$ cat config.mk
export PLATFORM = sky130hd
export DESIGN_NAME = pwm_multi_apb
export DESIGN_NICKNAME = d
export VERILOG_FILES = /design/src/rtl/pwm_multi_apb.sv
export SDC_FILE = /design/constraint.sdc
export NUM_CORES = 1
export LEC_CHECK = 0
export ABC_CLOCK_PERIOD_IN_PS = 9200
export CAP_MARGIN = 0
export CORE_UTILIZATION = 45
export CTS_CLUSTER_DIAMETER = 150
export CTS_CLUSTER_SIZE = 12
export DETAILED_ROUTE_END_ITERATION = 8
export GPL_ROUTABILITY_DRIVEN = 1
export PLACE_DENSITY_LB_ADDON = 0.1
export REMOVE_ABC_BUFFERS = 1
export SLEW_MARGIN = 25
export SYNTH_ARGS = -nofsm -noshare
export SYNTH_HDL_FRONTEND = slang
export SYNTH_SLANG_ARGS = --single-unit
export TNS_END_PERCENT = 10
$ cat constraint.sdc
create_clock -name PCLK -period 9.2 [get_ports PCLK]
set_input_delay 0.92 -clock PCLK [delete_from_list [all_inputs] [get_ports PCLK]]
set_output_delay 0.92 -clock PCLK [all_outputs]
set_load 0.02 [all_outputs]
$ cat src/rtl/pwm_multi_apb.sv
// pwm_multi_apb: APB3 slave driving NUM_CH independent PWM channels.
// Each channel has shadow period/duty registers that move into the active
// registers only at a period boundary, or continuously while the channel is
// disabled, so an update never produces a truncated or stretched pulse.
// Optional feature macro: PWM_IRQ_EN adds the global STATUS/MASK page (0xF)
// and a registered level interrupt; without it the page reads 0 and irq is 0.
module pwm_multi_apb #(
    parameter int NUM_CH     = 4,
    parameter int CNT_W      = 32,
    parameter int DEF_PERIOD = 1000000,
    parameter int DEF_DUTY   = 75000
) (
    input  logic              PCLK,
    input  logic              PRESET,
    input  logic              PSEL,
    input  logic              PENABLE,
    input  logic              PWRITE,
    input  logic [31:0]       PADDR,
    input  logic [31:0]       PWDATA,
    output logic [31:0]       PRDATA,
    output logic              PREADY,
    output logic              PSLVERR,
    output logic [NUM_CH-1:0] pwm_out,
    output logic              irq
);

    localparam logic [CNT_W-1:0] DEF_PER_V  = CNT_W'(DEF_PERIOD);
    localparam logic [CNT_W-1:0] DEF_DUTY_V = CNT_W'(DEF_DUTY);
    localparam logic [CNT_W-1:0] ONE_V      = CNT_W'(1);

    logic [3:0]       ch_idx;
    logic [1:0]       reg_idx;
    logic             ch_valid;
    logic             glob_page;
    logic             acc_phase;
    logic             wr_acc;
    logic [CNT_W-1:0] wdata;
    logic             unused_bits;

    logic [CNT_W-1:0] cnt    [NUM_CH];
    logic [CNT_W-1:0] per_a  [NUM_CH];
    logic [CNT_W-1:0] duty_a [NUM_CH];
    logic [CNT_W-1:0] per_s  [NUM_CH];
    logic [CNT_W-1:0] duty_s [NUM_CH];
    logic [NUM_CH-1:0] en;
    logic [NUM_CH-1:0] inv;
    logic [NUM_CH-1:0] bnd;
    logic [31:0]       rdata;

    assign ch_idx      = PADDR[11:8];
    assign reg_idx     = PADDR[3:2];
    assign ch_valid    = ({1'b0, ch_idx} < 5'(NUM_CH));
    assign glob_page   = (ch_idx == 4'hF);
    assign acc_phase   = PSEL & PENABLE;
    assign wr_acc      = acc_phase & PWRITE;
    assign wdata       = PWDATA[CNT_W-1:0];
    assign unused_bits = ^{PADDR[31:12], PADDR[7:4], PADDR[1:0], PWDATA};

    assign PREADY  = 1'b1;
    assign PSLVERR = acc_phase & ~ch_valid & ~glob_page;
    assign PRDATA  = rdata;

    // Boundary flags: the last count of a running period, where shadows commit
    always_comb begin
        bnd = '0;
        for (int i = 0; i < NUM_CH; i++) begin
            bnd[i] = en[i] && (per_a[i] > ONE_V) && (cnt[i] == per_a[i] - ONE_V);
        end
    end

    // Per-channel counters, active/shadow registers, control bits and outputs
    always_ff @(posedge PCLK) begin
        if (PRESET) begin
            for (int i = 0; i < NUM_CH; i++) begin
                cnt[i]    <= '0;
                per_a[i]  <= DEF_PER_V;
                duty_a[i] <= DEF_DUTY_V;
                per_s[i]  <= DEF_PER_V;
                duty_s[i] <= DEF_DUTY_V;
            end
            en      <= '1;
            inv     <= '0;
            pwm_out <= '0;
        end else begin
            for (int i = 0; i < NUM_CH; i++) begin
                pwm_out[i] <= (en[i] & (cnt[i] < duty_a[i])) ^ inv[i];
                if (!en[i]) begin
                    cnt[i]    <= '0;
                    per_a[i]  <= per_s[i];
                    duty_a[i] <= duty_s[i];
                end else if (per_a[i] <= ONE_V) begin
                    cnt[i] <= '0;
                end else if (bnd[i]) begin
                    cnt[i]    <= '0;
                    per_a[i]  <= per_s[i];
                    duty_a[i] <= duty_s[i];
                end else begin
                    cnt[i] <= cnt[i] + ONE_V;
                end
                if (wr_acc && ch_valid && (ch_idx == 4'(i))) begin
                    case (reg_idx)
                        2'd0: duty_s[i] <= wdata;
                        2'd1: per_s[i]  <= wdata;
                        2'd2: begin
                            en[i]  <= PWDATA[0];
                            inv[i] <= PWDATA[1];
                        end
                        default: ;
                    endcase
                end
            end
        end
    end

`ifdef PWM_IRQ_EN
    logic [NUM_CH-1:0] status;
    logic [NUM_CH-1:0] mask;
    logic [NUM_CH-1:0] status_nxt;
    logic [NUM_CH-1:0] mask_nxt;
    logic [NUM_CH-1:0] clr;
    logic              irq_q;

    // Next STATUS/MASK: write-1-to-clear, with a boundary set winning over a clear
    always_comb begin
        clr      = '0;
        mask_nxt = mask;
        if (wr_acc && glob_page && (reg_idx == 2'd0)) begin
            clr = PWDATA[NUM_CH-1:0];
        end
        if (wr_acc && glob_page && (reg_idx == 2'd1)) begin
            mask_nxt = PWDATA[NUM_CH-1:0];
        end
        status_nxt = (status & ~clr) | bnd;
    end

    // Sticky status, mask and the registered interrupt level
    always_ff @(posedge PCLK) begin
        if (PRESET) begin
            status <= '0;
            mask   <= '0;
            irq_q  <= 1'b0;
        end else begin
            status <= status_nxt;
            mask   <= mask_nxt;
            irq_q  <= |(status_nxt & mask_nxt);
        end
    end

    assign irq = irq_q;
`else
    assign irq = 1'b0;
`endif

    // Read mux: shadow values for DUTY/PERIOD, zero-filled above CNT_W
    always_comb begin
        rdata = '0;
        if (PSEL && ch_valid) begin
            for (int i = 0; i < NUM_CH; i++) begin
                if (ch_idx == 4'(i)) begin
                    case (reg_idx)
                        2'd0:    rdata = 32'(duty_s[i]);
                        2'd1:    rdata = 32'(per_s[i]);
                        2'd2:    rdata = {30'b0, inv[i], en[i]};
                        default: rdata = 32'(cnt[i]);
                    endcase
                end
            end
        end
`ifdef PWM_IRQ_EN
        else if (PSEL && glob_page) begin
            case (reg_idx)
                2'd0:    rdata = 32'(status);
                2'd1:    rdata = 32'(mask);
                default: rdata = '0;
            endcase
        end
`endif
    end

endmodule

==> impl_results.md <==
* Outcome: complete, no violations
* Worst setup EP type: primary output
* Ys Warns at 0
* Top FF cell, synth: edfxtp_1
* Psw at 1.73 mW
* WS Path Type: primary input to primary output
* H-Tree Depth at 2
* HP Class: register to register
* Peak VDD IR at 160 µV
* Unrepaired setup endpoints after global routing: no
* Setup slack at placement at 3120 ps
* Vias in the first global route at 27.4k
* Routed Antenna Nets at 0
* Max_cap viols at 0
* Worst skew pair latency at 650 ps
* TritonRoute pass-1 iters at 6
* Placeable Area at 0.0837 mm²
* Skew final at 20.1 ps
* Simple-Gate Fraction of Synth Area at 21.9%
* Post-DP HPWL at 86.7 mm
* Seq/Total Area, Yosys at 51.2%
* Internal Power at 4.88 mW
* Row count at 106
* Reg2reg start: per_a[3][0]
* Share of cells above drive strength 1 at 5.26%
* Final Hold Fails at 0
* Hold-fix buffers at CTS at 0
* Reg clk slew, reported paths at 60 ps
* Relative slew slack at 24.0%
* Synth Area in Adders at 4.47%
* Final Cycle Share at 67.8%
* Number of synthesized flops with an enable pin at 640
* Pwr Density at 157 mW/mm²
* Slew @ Worst Pin at 1130 ps
* # resized after CTS at 0
* Post-CTS Setup Bufs at 0
* Synth Area in Compound Gates at 8.73%
* Post-DR wirelength/cell at 25.2 µm
* HP Start: duty_s[1][7]
* First-pass GRT wire length at 180 mm
* Iteration-0 DRC Markers at 2,732
* Final setup fails at 0
* CTS tree: done
* Clock sink count at 652
* Critical Path AT at 5320 ps
* # port buffers at 79
* Flop pwr share at 53.8%
* Die width at 293 µm
* Num CTS Buffers at 60
* Initial antenna violation count at 7
* Largest family of logic cells by synthesized area: simple AND/OR/NAND/NOR gates
* Syn-to-layout area delta at 10.7%
* Final min period at 6240 ps
* Post-Syn Instances at 3,584
* Post-Route Utilization at 50.3%
* Net count, final at 3,884
* Syn Area/Cell at 10.6 µm²
* Setup TNS at 0 ps
* LEAKAGE at 15.3 nW
* Switching share of power at 26.2%
* Largest net degree at the start of global routing at 78
* Clk pwr share at 35.9%
* XOR/XNOR Fraction of Synth Area at 6.01%
* Mapped cell area at 0.0380 mm²
* Crit-path max FO at 76
* Setup slack after layout at 2960 ps
* DR vias at 28.3k
* Count of cell types in the netlist at 78
* Final Total Pwr at 6.61 mW
* WL final at 122 mm
* CTS Buffer Depth at 3
* Mux contribution to synthesized area at 4.00%
* WHS at 533 ps
* CP required at 8280 ps
* CTS Root Cell: clkbuf_16
* Power share of the combinational group at 10.3%
* Fraction of registers with async set/reset at 0%
* Via density per instance at 5.82
* Initial Utilization at 45.5%
* Max Fclk at 160 MHz
* I/O pin cnt at 108
* Final Max Tran Viols at 0
* Critical Path Source Type: primary input
* Die ar. at 0.0857 mm²
* Crit path from: PADDR[3]
* Total global routing overflow at 0
* Die Y at 293 µm
* # DRC at 0
* GRT Resource Usage Total at 28.4%
* Yosys reg bits at 652
* Routability cong. at 0.916
## area by class of cell
| cell class | instances | area (µm²) |
|---|---|---|
| diodes | 3 | 7.51 |
| clock buffers | 107 | 1700 |
| clock inverters | 3 | 26.3 |
| fillers | 7595 | 41600 |
| inverters | 156 | 586 |
| multi-input cells | 2688 | 17800 |
| flip-flops and latches | 652 | 19500 |
| well taps | 1134 | 1420 |
| repair buffers | 121 | 1100 |
## cell families (layout without fill, tap and decap cells)
group                    after synthesis  after routing
adder cells (fa/ha/maj)              136            136
AO/OA/AOI/OAI                        509            509
flip-flops                           652            652
multiplexers                         140            140
XOR/XNOR                             261            261
other                                  2            133
buffers and inverters                372            387
AND/OR/NAND/NOR                     1512           1512
## path summary, 6_finish.rpt
kind / endpoint / slack [ps] / cells past startpoint
max reg2reg: duty_a[3][3] / 3170 / 11
min: duty_a[1][7] / 530 / 1
max: PRDATA[12] / 2960 / 8
min reg2reg: duty_a[1][7] / 530 / 1
## state kept, by name (all words and copies together), names as in the netlist
name and flops:
en 4, per_a 128, duty_s 128, pwm_out 4, per_s 128, duty_a 128
inv 4, cnt 128
## worst max-delay path, stage by stage
cell	delay [ps]
buf_4	690
and2_4	990
buf_4	560
a211oi_1	160
a211oi_1	650
a31oi_1	280
nor2_1	230
clkdlybuf4s50_1	650
## metrics by stage
stage               std cells  area, µm²
finish                   4864      42100
global route             4861      42100
CTS                      4861      42100
detailed placement       4751      40300
global placement         4750      40300
floorplan                3496      37700
## placed cells by master, fill, tap and decap left out, types with 11 or more instances in the layout
cell type          n
a211oi_1          45
nand2_1          165
xor2_1           112
and4_1            13
conb_1           130
or2_2             26
o21ai_0          108
edfxtp_1         640
mux2i_1          126
a21o_1            34
clkbuf_16         61
nand4_1           65
o2111ai_1         11
nor2_1           258
nand3_1           82
nor3_1           102
or4_1             31
xnor2_1          149
dfxtp_1           12
nand2b_1          52
and2_1           303
nor4_1            57
o211ai_1          45
a31oi_1           25
clkdlybuf4s50_1   75
ha_1             136
inv_1            155
clkbuf_1          46
nand3b_1          11
or3_1            103
nor2b_1           76
and3_1           108
buf_4             43
a22oi_1           12
a21oi_1          126
## cell usage after synthesis (all sizes together) (10+ instances only)
master	n	area, µm²
nand2	169	634
inv	156	586
dfxtp	12	240
ha	136	1700
a21oi	126	631
a22oi	12	90.1
o31ai	12	90.1
nand3	83	415
nor3	105	526
xor2	112	981
a21o	34	255
or2	26	163
and3	108	676
or3	104	651
o2111ai	11	96.3
a31oi	25	156
nor4	58	363
clkbuf	194	734
nand2b	52	325
nor2b	76	475
o211ai	45	338
buf	22	98.8
o21ai	109	546
edfxtp	640	19200
or4	32	244
mux2i	126	1260
a2111oi	10	88.8
nand3b	11	82.6
and2	304	1900
and4	13	114
nand4	65	407
a211oi	48	360
xnor2	149	1310
nor2	265	995
## power groups by stage
stage / Clock [mW] / Sequential, mW / Combinational [mW]
6_report: 2.37 / 3.56 / 0.680
5_1_grt: 2.51 / 3.57 / 0.736
4_1_cts: 2.41 / 3.55 / 0.673
3_5_place_dp: 0 / 3.62 / 0.670
3_3_place_gp: 0 / 3.61 / 0.654
2_1_floorplan: 0 / 3.55 / 0.387
## per-layer routing
layer | part of all wire [%] | GRT usage [%] | up-vias
met3 | 7.4 | 6.05 | 166
met5 | 0.011 | 0 | -
met2 | 46 | 46.1 | 994
li1 | - | - | 13129
met1 | 43 | 38.4 | 14040
met4 | 2.9 | 7.74 | 2
Note: power is estimated with default switching activity, not from simulation.
